--- src/rtl/alu_pkg.sv ---
// Shared EX-stage encodings: ALU controls, ALUop, M-extension funct3/funct7,
// and the multiply/divide sequencer state type.
package alu_pkg;

  localparam logic [3:0] ALU_AND  = 4'b0000;
  localparam logic [3:0] ALU_OR   = 4'b0001;
  localparam logic [3:0] ALU_ADD  = 4'b0010;
  localparam logic [3:0] ALU_XOR  = 4'b0011;
  localparam logic [3:0] ALU_SLL  = 4'b0100;
  localparam logic [3:0] ALU_SRL  = 4'b0101;
  localparam logic [3:0] ALU_SUB  = 4'b0110;
  localparam logic [3:0] ALU_SLTU = 4'b0111;
  localparam logic [3:0] ALU_SLT  = 4'b1000;
  localparam logic [3:0] ALU_SRA  = 4'b1001;

  localparam logic [1:0] ALUOP_LDST = 2'b00;
  localparam logic [1:0] ALUOP_BR   = 2'b01;
  localparam logic [1:0] ALUOP_R    = 2'b10;

  localparam logic [6:0] FUNCT7_M = 7'b0000001;

  localparam logic [2:0] F3_MUL    = 3'd0;
  localparam logic [2:0] F3_MULH   = 3'd1;
  localparam logic [2:0] F3_MULHSU = 3'd2;
  localparam logic [2:0] F3_MULHU  = 3'd3;
  localparam logic [2:0] F3_DIV    = 3'd4;
  localparam logic [2:0] F3_DIVU   = 3'd5;
  localparam logic [2:0] F3_REM    = 3'd6;
  localparam logic [2:0] F3_REMU   = 3'd7;

  typedef enum logic [2:0] {
    IDLE,
    PREP,
    RUN,
    FIX,
    DONE
  } mdu_state_t;

  function automatic logic a_is_signed(
    input logic [2:0] f3
  );
    return (f3 == F3_MULH) || (f3 == F3_MULHSU) ||
           (f3 == F3_DIV)  || (f3 == F3_REM);
  endfunction

  function automatic logic b_is_signed(
    input logic [2:0] f3
  );
    return (f3 == F3_MULH) || (f3 == F3_DIV) ||
           (f3 == F3_REM);
  endfunction

endpackage

--- src/rtl/mdu_sequencer_if.sv ---
// EX <-> multiply/divide unit request/response bundle.
// master = EX side, slave = sequencer.
interface mdu_sequencer_if #(
  parameter int XLEN = 64
);

  logic            req_valid;
  logic            req_ready;
  logic [2:0]      funct3;
  logic [XLEN-1:0] rs1;
  logic [XLEN-1:0] rs2;
  logic            flush;
  logic            busy;
  logic            resp_valid;
  logic [XLEN-1:0] resp_data;

  modport master (
    output req_valid,
    output funct3,
    output rs1,
    output rs2,
    output flush,
    input  req_ready,
    input  busy,
    input  resp_valid,
    input  resp_data
  );

  modport slave (
    input  req_valid,
    input  funct3,
    input  rs1,
    input  rs2,
    input  flush,
    output req_ready,
    output busy,
    output resp_valid,
    output resp_data
  );

endinterface

--- src/rtl/mdu_shift_core.sv ---
// Iterative datapath: shift-add multiply / restoring divide on
// unsigned magnitudes, one bit per step. {hi,lo} is the 2*XLEN result.
module mdu_shift_core #(
  parameter int XLEN = 64
) (
  input  logic            clk,
  input  logic            reset,
  input  logic            load,
  input  logic            step,
  input  logic            op_is_div,
  input  logic [XLEN-1:0] a,
  input  logic [XLEN-1:0] b,
  output logic [XLEN-1:0] hi,
  output logic [XLEN-1:0] lo
);

  logic [XLEN-1:0] b_q;
  logic [XLEN:0]   sum;
  logic [XLEN:0]   rem_sh;
  logic [XLEN-1:0] diff;
  logic            ge;

  assign sum    = {1'b0, hi} + {1'b0, b_q};
  assign rem_sh = {hi, lo[XLEN-1]};
  assign ge     = rem_sh >= {1'b0, b_q};
  // partial remainder stays below the divisor, so XLEN bits suffice
  assign diff   = rem_sh[XLEN-1:0] - b_q;

  always_ff @(posedge clk) begin
    if (reset) begin
      hi  <= '0;
      lo  <= '0;
      b_q <= '0;
    end else if (load) begin
      hi  <= '0;
      lo  <= a;
      b_q <= b;
    end else if (step) begin
      if (op_is_div) begin
        if (ge) begin
          hi <= diff;
          lo <= {lo[XLEN-2:0], 1'b1};
        end else begin
          hi <= rem_sh[XLEN-1:0];
          lo <= {lo[XLEN-2:0], 1'b0};
        end
      end else if (lo[0]) begin
        hi <= sum[XLEN:1];
        lo <= {sum[0], lo[XLEN-1:1]};
      end else begin
        hi <= {1'b0, hi[XLEN-1:1]};
        lo <= {hi[0], lo[XLEN-1:1]};
      end
    end
  end

endmodule

--- src/rtl/mdu_sequencer.sv ---
// RV64 M-extension multi-cycle sequencer: FSM, counter, signs, special cases.
// Optional MDU_EARLY_OUT_EN: zero-operand multiplies finish straight from PREP.
module mdu_sequencer
  import alu_pkg::*;
#(
  parameter int XLEN  = 64,
  parameter int CNT_W = 7
) (
  input  logic           clk,
  input  logic           reset,
  mdu_sequencer_if.slave io
);

  localparam logic [CNT_W-1:0] LAST = CNT_W'(XLEN - 1);
  localparam logic [XLEN-1:0]  MINV = {1'b1, {(XLEN-1){1'b0}}};

  mdu_state_t state_q, state_d;

  logic [2:0]       f3_q;
  logic [XLEN-1:0]  a_q, b_q;
  logic [CNT_W-1:0] cnt_q;
  logic [XLEN-1:0]  resp_q;

  logic            accept;
  logic            is_div;
  logic            sa, sb;
  logic [XLEN-1:0] a_abs, b_abs;
  logic            div0, ovf, early, special;
  logic [XLEN-1:0] spec_res;
  logic [XLEN-1:0] hi, lo;
  logic [2*XLEN-1:0] prod_s;
  logic [XLEN-1:0] quo_s, rem_s;
  logic [XLEN-1:0] res_d;

  assign accept = io.req_valid & (state_q == IDLE) & ~io.flush;
  assign is_div = f3_q[2];

  assign sa    = a_is_signed(f3_q) & a_q[XLEN-1];
  assign sb    = b_is_signed(f3_q) & b_q[XLEN-1];
  assign a_abs = sa ? -a_q : a_q;
  assign b_abs = sb ? -b_q : b_q;

  assign div0 = is_div & (b_q == '0);
  assign ovf  = ((f3_q == F3_DIV) || (f3_q == F3_REM)) &
                (a_q == MINV) & (b_q == '1);

`ifdef MDU_EARLY_OUT_EN
  assign early = ~is_div & ((a_q == '0) | (b_q == '0));
`else
  assign early = 1'b0;
`endif

  assign special = div0 | ovf | early;

  always_comb begin
    spec_res = '0;
    unique case (1'b1)
      div0:    spec_res = f3_q[1] ? a_q : '1;
      ovf:     spec_res = f3_q[1] ? '0 : a_q;
      default: spec_res = '0;
    endcase
  end

  mdu_shift_core #(
    .XLEN(XLEN)
  ) u_core (
    .clk      (clk),
    .reset    (reset),
    .load     (state_q == PREP),
    .step     (state_q == RUN),
    .op_is_div(is_div),
    .a        (a_abs),
    .b        (b_abs),
    .hi       (hi),
    .lo       (lo)
  );

  assign prod_s = (sa ^ sb) ? -{hi, lo} : {hi, lo};
  assign quo_s  = (sa ^ sb) ? -lo : lo;
  assign rem_s  = sa ? -hi : hi;

  always_comb begin
    res_d = '0;
    unique case (1'b1)
      is_div & ~f3_q[1]: res_d = quo_s;
      is_div &  f3_q[1]: res_d = rem_s;
      f3_q == F3_MUL:    res_d = prod_s[XLEN-1:0];
      default:           res_d = prod_s[2*XLEN-1:XLEN];
    endcase
  end

  always_comb begin
    state_d = state_q;
    // flush also beats a request arriving in IDLE
    if (io.flush) begin
      state_d = IDLE;
    end else begin
      unique case (state_q)
        IDLE:    if (io.req_valid) state_d = PREP;
        PREP:    state_d = special ? DONE : RUN;
        RUN:     if (cnt_q == LAST) state_d = FIX;
        FIX:     state_d = DONE;
        DONE:    state_d = IDLE;
        default: state_d = IDLE;
      endcase
    end
  end

  always_ff @(posedge clk) begin
    if (reset) begin
      state_q <= IDLE;
    end else begin
      state_q <= state_d;
    end
  end

  always_ff @(posedge clk) begin
    if (reset) begin
      f3_q   <= '0;
      a_q    <= '0;
      b_q    <= '0;
      cnt_q  <= '0;
      resp_q <= '0;
    end else begin
      if (accept) begin
        f3_q <= io.funct3;
        a_q  <= io.rs1;
        b_q  <= io.rs2;
      end
      if (io.flush || state_q != RUN) begin
        cnt_q <= '0;
      end else begin
        cnt_q <= (cnt_q == LAST) ? '0 : cnt_q + 1'b1;
      end
      if (!io.flush && state_q == PREP && special) begin
        resp_q <= spec_res;
      end
      if (!io.flush && state_q == FIX) begin
        resp_q <= res_d;
      end
    end
  end

  assign io.req_ready  = (state_q == IDLE);
  assign io.busy       = (state_q != IDLE) && (state_q != DONE);
  assign io.resp_valid = (state_q == DONE) && !io.flush;
  assign io.resp_data  = resp_q;

endmodule
--- src/flat_wrapper.sv ---
// flat-port wrapper written by rule: the top's interface ports become plain ports
module mdu_sequencer_flat import alu_pkg::*;
#(
  parameter int XLEN  = 64,
  parameter int CNT_W = 7
)
  (clk, reset, io_req_valid, io_funct3, io_rs1, io_rs2, io_flush, io_req_ready, io_busy, io_resp_valid, io_resp_data);
  mdu_sequencer_if #(.XLEN(XLEN)) io_i ();
  input  logic clk;
  input  logic reset;
  input wire logic [$bits(io_i.req_valid)-1:0] io_req_valid;
  input wire logic [$bits(io_i.funct3)-1:0] io_funct3;
  input wire logic [$bits(io_i.rs1)-1:0] io_rs1;
  input wire logic [$bits(io_i.rs2)-1:0] io_rs2;
  input wire logic [$bits(io_i.flush)-1:0] io_flush;
  output wire logic [$bits(io_i.req_ready)-1:0] io_req_ready;
  output wire logic [$bits(io_i.busy)-1:0] io_busy;
  output wire logic [$bits(io_i.resp_valid)-1:0] io_resp_valid;
  output wire logic [$bits(io_i.resp_data)-1:0] io_resp_data;
  assign io_i.req_valid = io_req_valid;
  assign io_i.funct3 = io_funct3;
  assign io_i.rs1 = io_rs1;
  assign io_i.rs2 = io_rs2;
  assign io_i.flush = io_flush;
  assign io_req_ready = io_i.req_ready;
  assign io_busy = io_i.busy;
  assign io_resp_valid = io_i.resp_valid;
  assign io_resp_data = io_i.resp_data;
  mdu_sequencer #(.XLEN(XLEN), .CNT_W(CNT_W)) u_core (.clk(clk), .reset(reset), .io(io_i));
endmodule
--- config.mk ---
export PLATFORM = sky130hd
export DESIGN_NAME = mdu_sequencer_flat
export DESIGN_NICKNAME = d
export VERILOG_FILES = /design/src/rtl/alu_pkg.sv /design/src/rtl/mdu_sequencer_if.sv /design/src/rtl/mdu_shift_core.sv /design/src/rtl/mdu_sequencer.sv /design/src/flat_wrapper.sv
export SDC_FILE = /design/constraint.sdc
export NUM_CORES = 2
export LEC_CHECK = 0
export BUFFER_PORTS_ARGS = -buffer_cell sky130_fd_sc_hd__buf_2
export CORE_MARGIN = 1
export CORE_UTILIZATION = 38
export CTS_CLUSTER_SIZE = 28
export DETAILED_ROUTE_END_ITERATION = 16
export GPL_ROUTABILITY_DRIVEN = 0
export PLACE_DENSITY = 0.52
export SYNTH_ARGS = -nofsm -noshare
export SYNTH_HDL_FRONTEND = slang
export SYNTH_SLANG_ARGS = --single-unit
export TNS_END_PERCENT = 20
--- constraint.sdc ---
create_clock -name clk -period 9.8 [get_ports clk]
set_input_delay 1.96 -clock clk [delete_from_list [all_inputs] [get_ports clk]]
set_output_delay 1.96 -clock clk [all_outputs]
set_load 0.03 [all_outputs]
==> impl_results.md <==
- Outcome: complete, but fails checks
- Failing checks: capacitance limit
- R2r startpoint: u_core.a_q[3]$_SDFFE_PP0P_
- Post-CTS Hold Buffers: 0
- Delay-heaviest family, CP: simple AND/OR/NAND/NOR gates
- First-pass DRT Iterations: 7
- First-pass GRT wire length: around 210 mm
- Hold Vio Cnt, Final: 0
- Post-Syn Area: 0.0331 mm2
- Fin crit period: 5070 ps
- # fillers: 9091
- Tcrit/Tclk final: 51.8%
- Top_reg_cell synth: dfxtp_1
- Hold endpoint: u_core.cnt_q[6]$_SDFF_PP0_
- Synth Register Bits: approximately 400
- Synth Warn #: 0
- Starting DRT DRC Count: 4189
- Buf+Inv Stages, Crit Path: 2
- Worst-path clk slew: 70 ps
- CP arrival: 5610 ps
- Antenna violations before repair: 2
- Crit-path cells: or4_1 > nor4_2 > and4_1 > nand2b_1 > nor3_1 > nand3_1 > nand2_1 > o211ai_1 > or2_2 > buf_4 > inv_2 > o21ai_1 > o31ai_1
- Final HPWL DP: 108 mm
- I/O Buffers: 201
- EDFF count, synth: 0
- Worst setup EP type: register
- Max incr delay on CP: about 640 ps
- Peak VDD IR: 110 uV
- Share of layout cells above drive strength 1: 9.62%
- Final ANT Viol Nets: 0
- Max cap viols: 1
- Avg Vias per Cell: between 6 and 7
- WL/cell: 25.4 um
- Seq/Total Area, Yosys: 24.0%
- Crit start category: register
- CTS Root Cell: clkbuf_16
- Max Freq: slightly below 200 MHz
- Critical path type: register to register
- Commonest non-fill, non-tap cells in the layout: nand2_1 (638), a21oi_1 (544), nor2_1 (418)
- R2R Setup Slk: around 4700 ps
- Power Dens Cells: 135 mW/mm2
- Post-CTS Resized: 0
- Post-Syn Nets: about 4900
- CORE AREA: 0.0857 mm2
- Final Routed Wirelength: 145 mm
- CTS Buffer Depth: 3
- H-tree depth: 2
- Endpoints failing setup: 0
- CP max-delay cell: or4_1
- Max-slew headroom: between 1.5 and 2%
- Measured slew at the worst slew-check pin: approximately 1500 ps
- DRC viols: 0
- Clock latency on the worst-skew pair: 630 ps
- Most common cell after layout, fill and taps aside: nand2_1
- R2r worst-path depth: 13
- Req. time, crit path: 10340 ps
- TritonCTS Buffers: between 40 and 50
- Worst R2R End: u_core.io.resp_data[56]$_SDFFE_PP0P_
- Die Height: ~300 um
- Hold slack: 424 ps
- Total grt overflow: 0
- Area added between synthesis and finish: 9.37%
- Crit-path max FO: 34
- Starting Density: 38.6%
- Unique masters post-synth: 89
- Gr usage total: a little under a third
- Synthesized area per cell: between 7 and 8 um2
- CTS tree: done
- Vias in the first global route: ~32000
- Via count of the routed design: between 30000 and 40000
- Leak Pwr: ~14 nW
- Worst hold-check path type: register to register
- Final Max Tran Viols: 0
- Die X: 297 um
- Layout net count: 4792
- # IOs: 202
- Site Rows: 107
- Clock sinks: 397
- HP Start: u_core.cnt_q[6]$_SDFF_PP0_
- TNS Setup: 0 ps
- Die Area: about 0.09 mm2
- Syn Inst Count: 4620
- Largest net degree at the start of global routing: about 150
- RSZ-0062 raised after global routing: no
- Post-CTS Setup Repair Bufs: 0
- WHS Path Cells: 2
- Final worst clock skew: 40.9 ps
- Async SR Flop Fraction: 0%
metal layers:
metal,wire length (um),track usage [%],vias to the layer above
met5,13,0,-
met4,5810,11.1,2
met3,14400,6.02,270
met2,57000,43.7,1769
met1,67300,47.0,16900
li1,-,-,16500
through the flow:
step	std cells	area [um2]	total power, mW	worst slack, ps	util (%)
floorplan	4620	33100	2.53	5140	-
global placement	5616	34500	2.90	4840	40.2
detailed placement	5616	34500	2.90	4850	40.2
CTS	5699	36200	4.86	4800	42.2
global route	5699	36200	5.05	4480	42.2
finish	5700	36200	4.88	4730	42.2
registers in the layout, indices dropped and copies added (netlist names):
| signal | flops |
|---|---|
| u_core.a_q | 64 |
| u_core.b_q | 64 |
| u_core.cnt_q | 7 |
| u_core.f3_q | 3 |
| u_core.io.resp_data | 64 |
| u_core.state_q | 3 |
| u_core.u_core.b_q | 64 |
| u_core.u_core.hi | 64 |
| u_core.u_core.lo | 64 |
worst min-delay path: stages, from the launching register on:
cell and delay (ps):
dfxtp_1 310, nand2_1 50, nor2_1 30
kinds of logic (layout without fill, tap and decap cells):
logic type	after synthesis	count (layout)	share of synthesized area, %
and+or+nand+nor	1577	1577	21.9
AOI/OAI and AO/OA	1498	1498	29.4
buffers and inverters	523	458	6.08
DFF	397	397	24.0
xor gates and xnor gates	388	388	10.3
adders and majority gates	136	136	5.19
muxes	101	101	3.14
other	0	1	0
report_power, final:
part	leakage (nW)	switching (mW)	total (mW)	internal [mW]
clock network	0.837	0.809	1.98	1.17
registers	3.23	0.135	1.81	1.67
logic	10.0	0.730	1.10	0.367
total	14.1	1.67	4.88	3.20
cell type report:
| cell class | instances | area, um2 | area share (%) |
|---|---|---|---|
| Multi-Input combinational cell | 3700 | 23200 | 64.2 |
| Sequential cell | 397 | 7950 | 22.0 |
| Tap cell | 1144 | 1430 | 3.96 |
| Timing Repair Buffer | 254 | 1430 | 3.94 |
| Clock buffer | 62 | 1370 | 3.77 |
| Inverter | 121 | 454 | 1.26 |
| Clock inverter | 21 | 327 | 0.903 |
| Antenna cell | 1 | 2.50 | 0.00692 |
how the worst max path moves through the flow:
stage	start	to	slack (ps)	cells past startpoint
4_1_cts	u_core.a_q[3]$_SDFFE_PP0P_	u_core.io.resp_data[56]$_SDFFE_PP0P_	4800	13
6_report	u_core.a_q[3]$_SDFFE_PP0P_	u_core.io.resp_data[56]$_SDFFE_PP0P_	4730	13
3_5_place_dp	u_core.a_q[3]$_SDFFE_PP0P_	u_core.io.resp_data[56]$_SDFFE_PP0P_	4850	13
2_1_floorplan	io_flush	io_resp_valid	5140	1
3_3_place_gp	io_flush	u_core.io.resp_data[10]$_SDFFE_PP0P_	4840	8
5_1_grt	u_core.a_q[3]$_SDFFE_PP0P_	u_core.io.resp_data[6]$_SDFFE_PP0P_	4480	12
cell usage after synthesis (8+ instances only):
| master | n | area share [%] |
|---|---|---|
| o21a_1 | 22 | 0.50 |
| o21ai_0 | 234 | 3.5 |
| and3_1 | 20 | 0.38 |
| buf_1 | 14 | 0.16 |
| a31oi_1 | 34 | 0.64 |
| o41ai_2 | 20 | 0.98 |
| or4_1 | 30 | 0.68 |
| a311oi_1 | 22 | 0.58 |
| and2_1 | 17 | 0.32 |
| o41ai_1 | 21 | 0.56 |
| o31ai_1 | 67 | 1.5 |
| xnor2_1 | 197 | 5.2 |
| mux2i_1 | 80 | 2.4 |
| buf_2 | 14 | 0.21 |
| nand2_1 | 641 | 7.3 |
| a21boi_0 | 8 | 0.18 |
| o21bai_1 | 22 | 0.50 |
| a221oi_1 | 45 | 1.2 |
| o211ai_1 | 65 | 1.5 |
| or2_2 | 19 | 0.36 |
| nor3_1 | 87 | 1.3 |
| a21oi_1 | 544 | 8.2 |
| nand2b_1 | 20 | 0.38 |
| xor2_1 | 191 | 5.1 |
| mux2_2 | 21 | 0.72 |
| a22o_1 | 11 | 0.29 |
| dfxtp_1 | 397 | 24 |
| inv_1 | 120 | 1.4 |
| nand4_1 | 68 | 1.3 |
| nor4_1 | 44 | 0.83 |
| a41oi_1 | 8 | 0.21 |
| clkbuf_1 | 370 | 4.2 |
| nor2_1 | 421 | 4.8 |
| ha_1 | 134 | 5.1 |
| nand3_1 | 72 | 1.1 |
| nand4b_1 | 10 | 0.26 |
| nor2b_1 | 33 | 0.62 |
| o221ai_1 | 20 | 0.53 |
| a211oi_1 | 202 | 4.6 |
| or3_1 | 40 | 0.76 |
| a21o_1 | 65 | 1.5 |
Note: power is estimated with default switching activity, not from simulation.
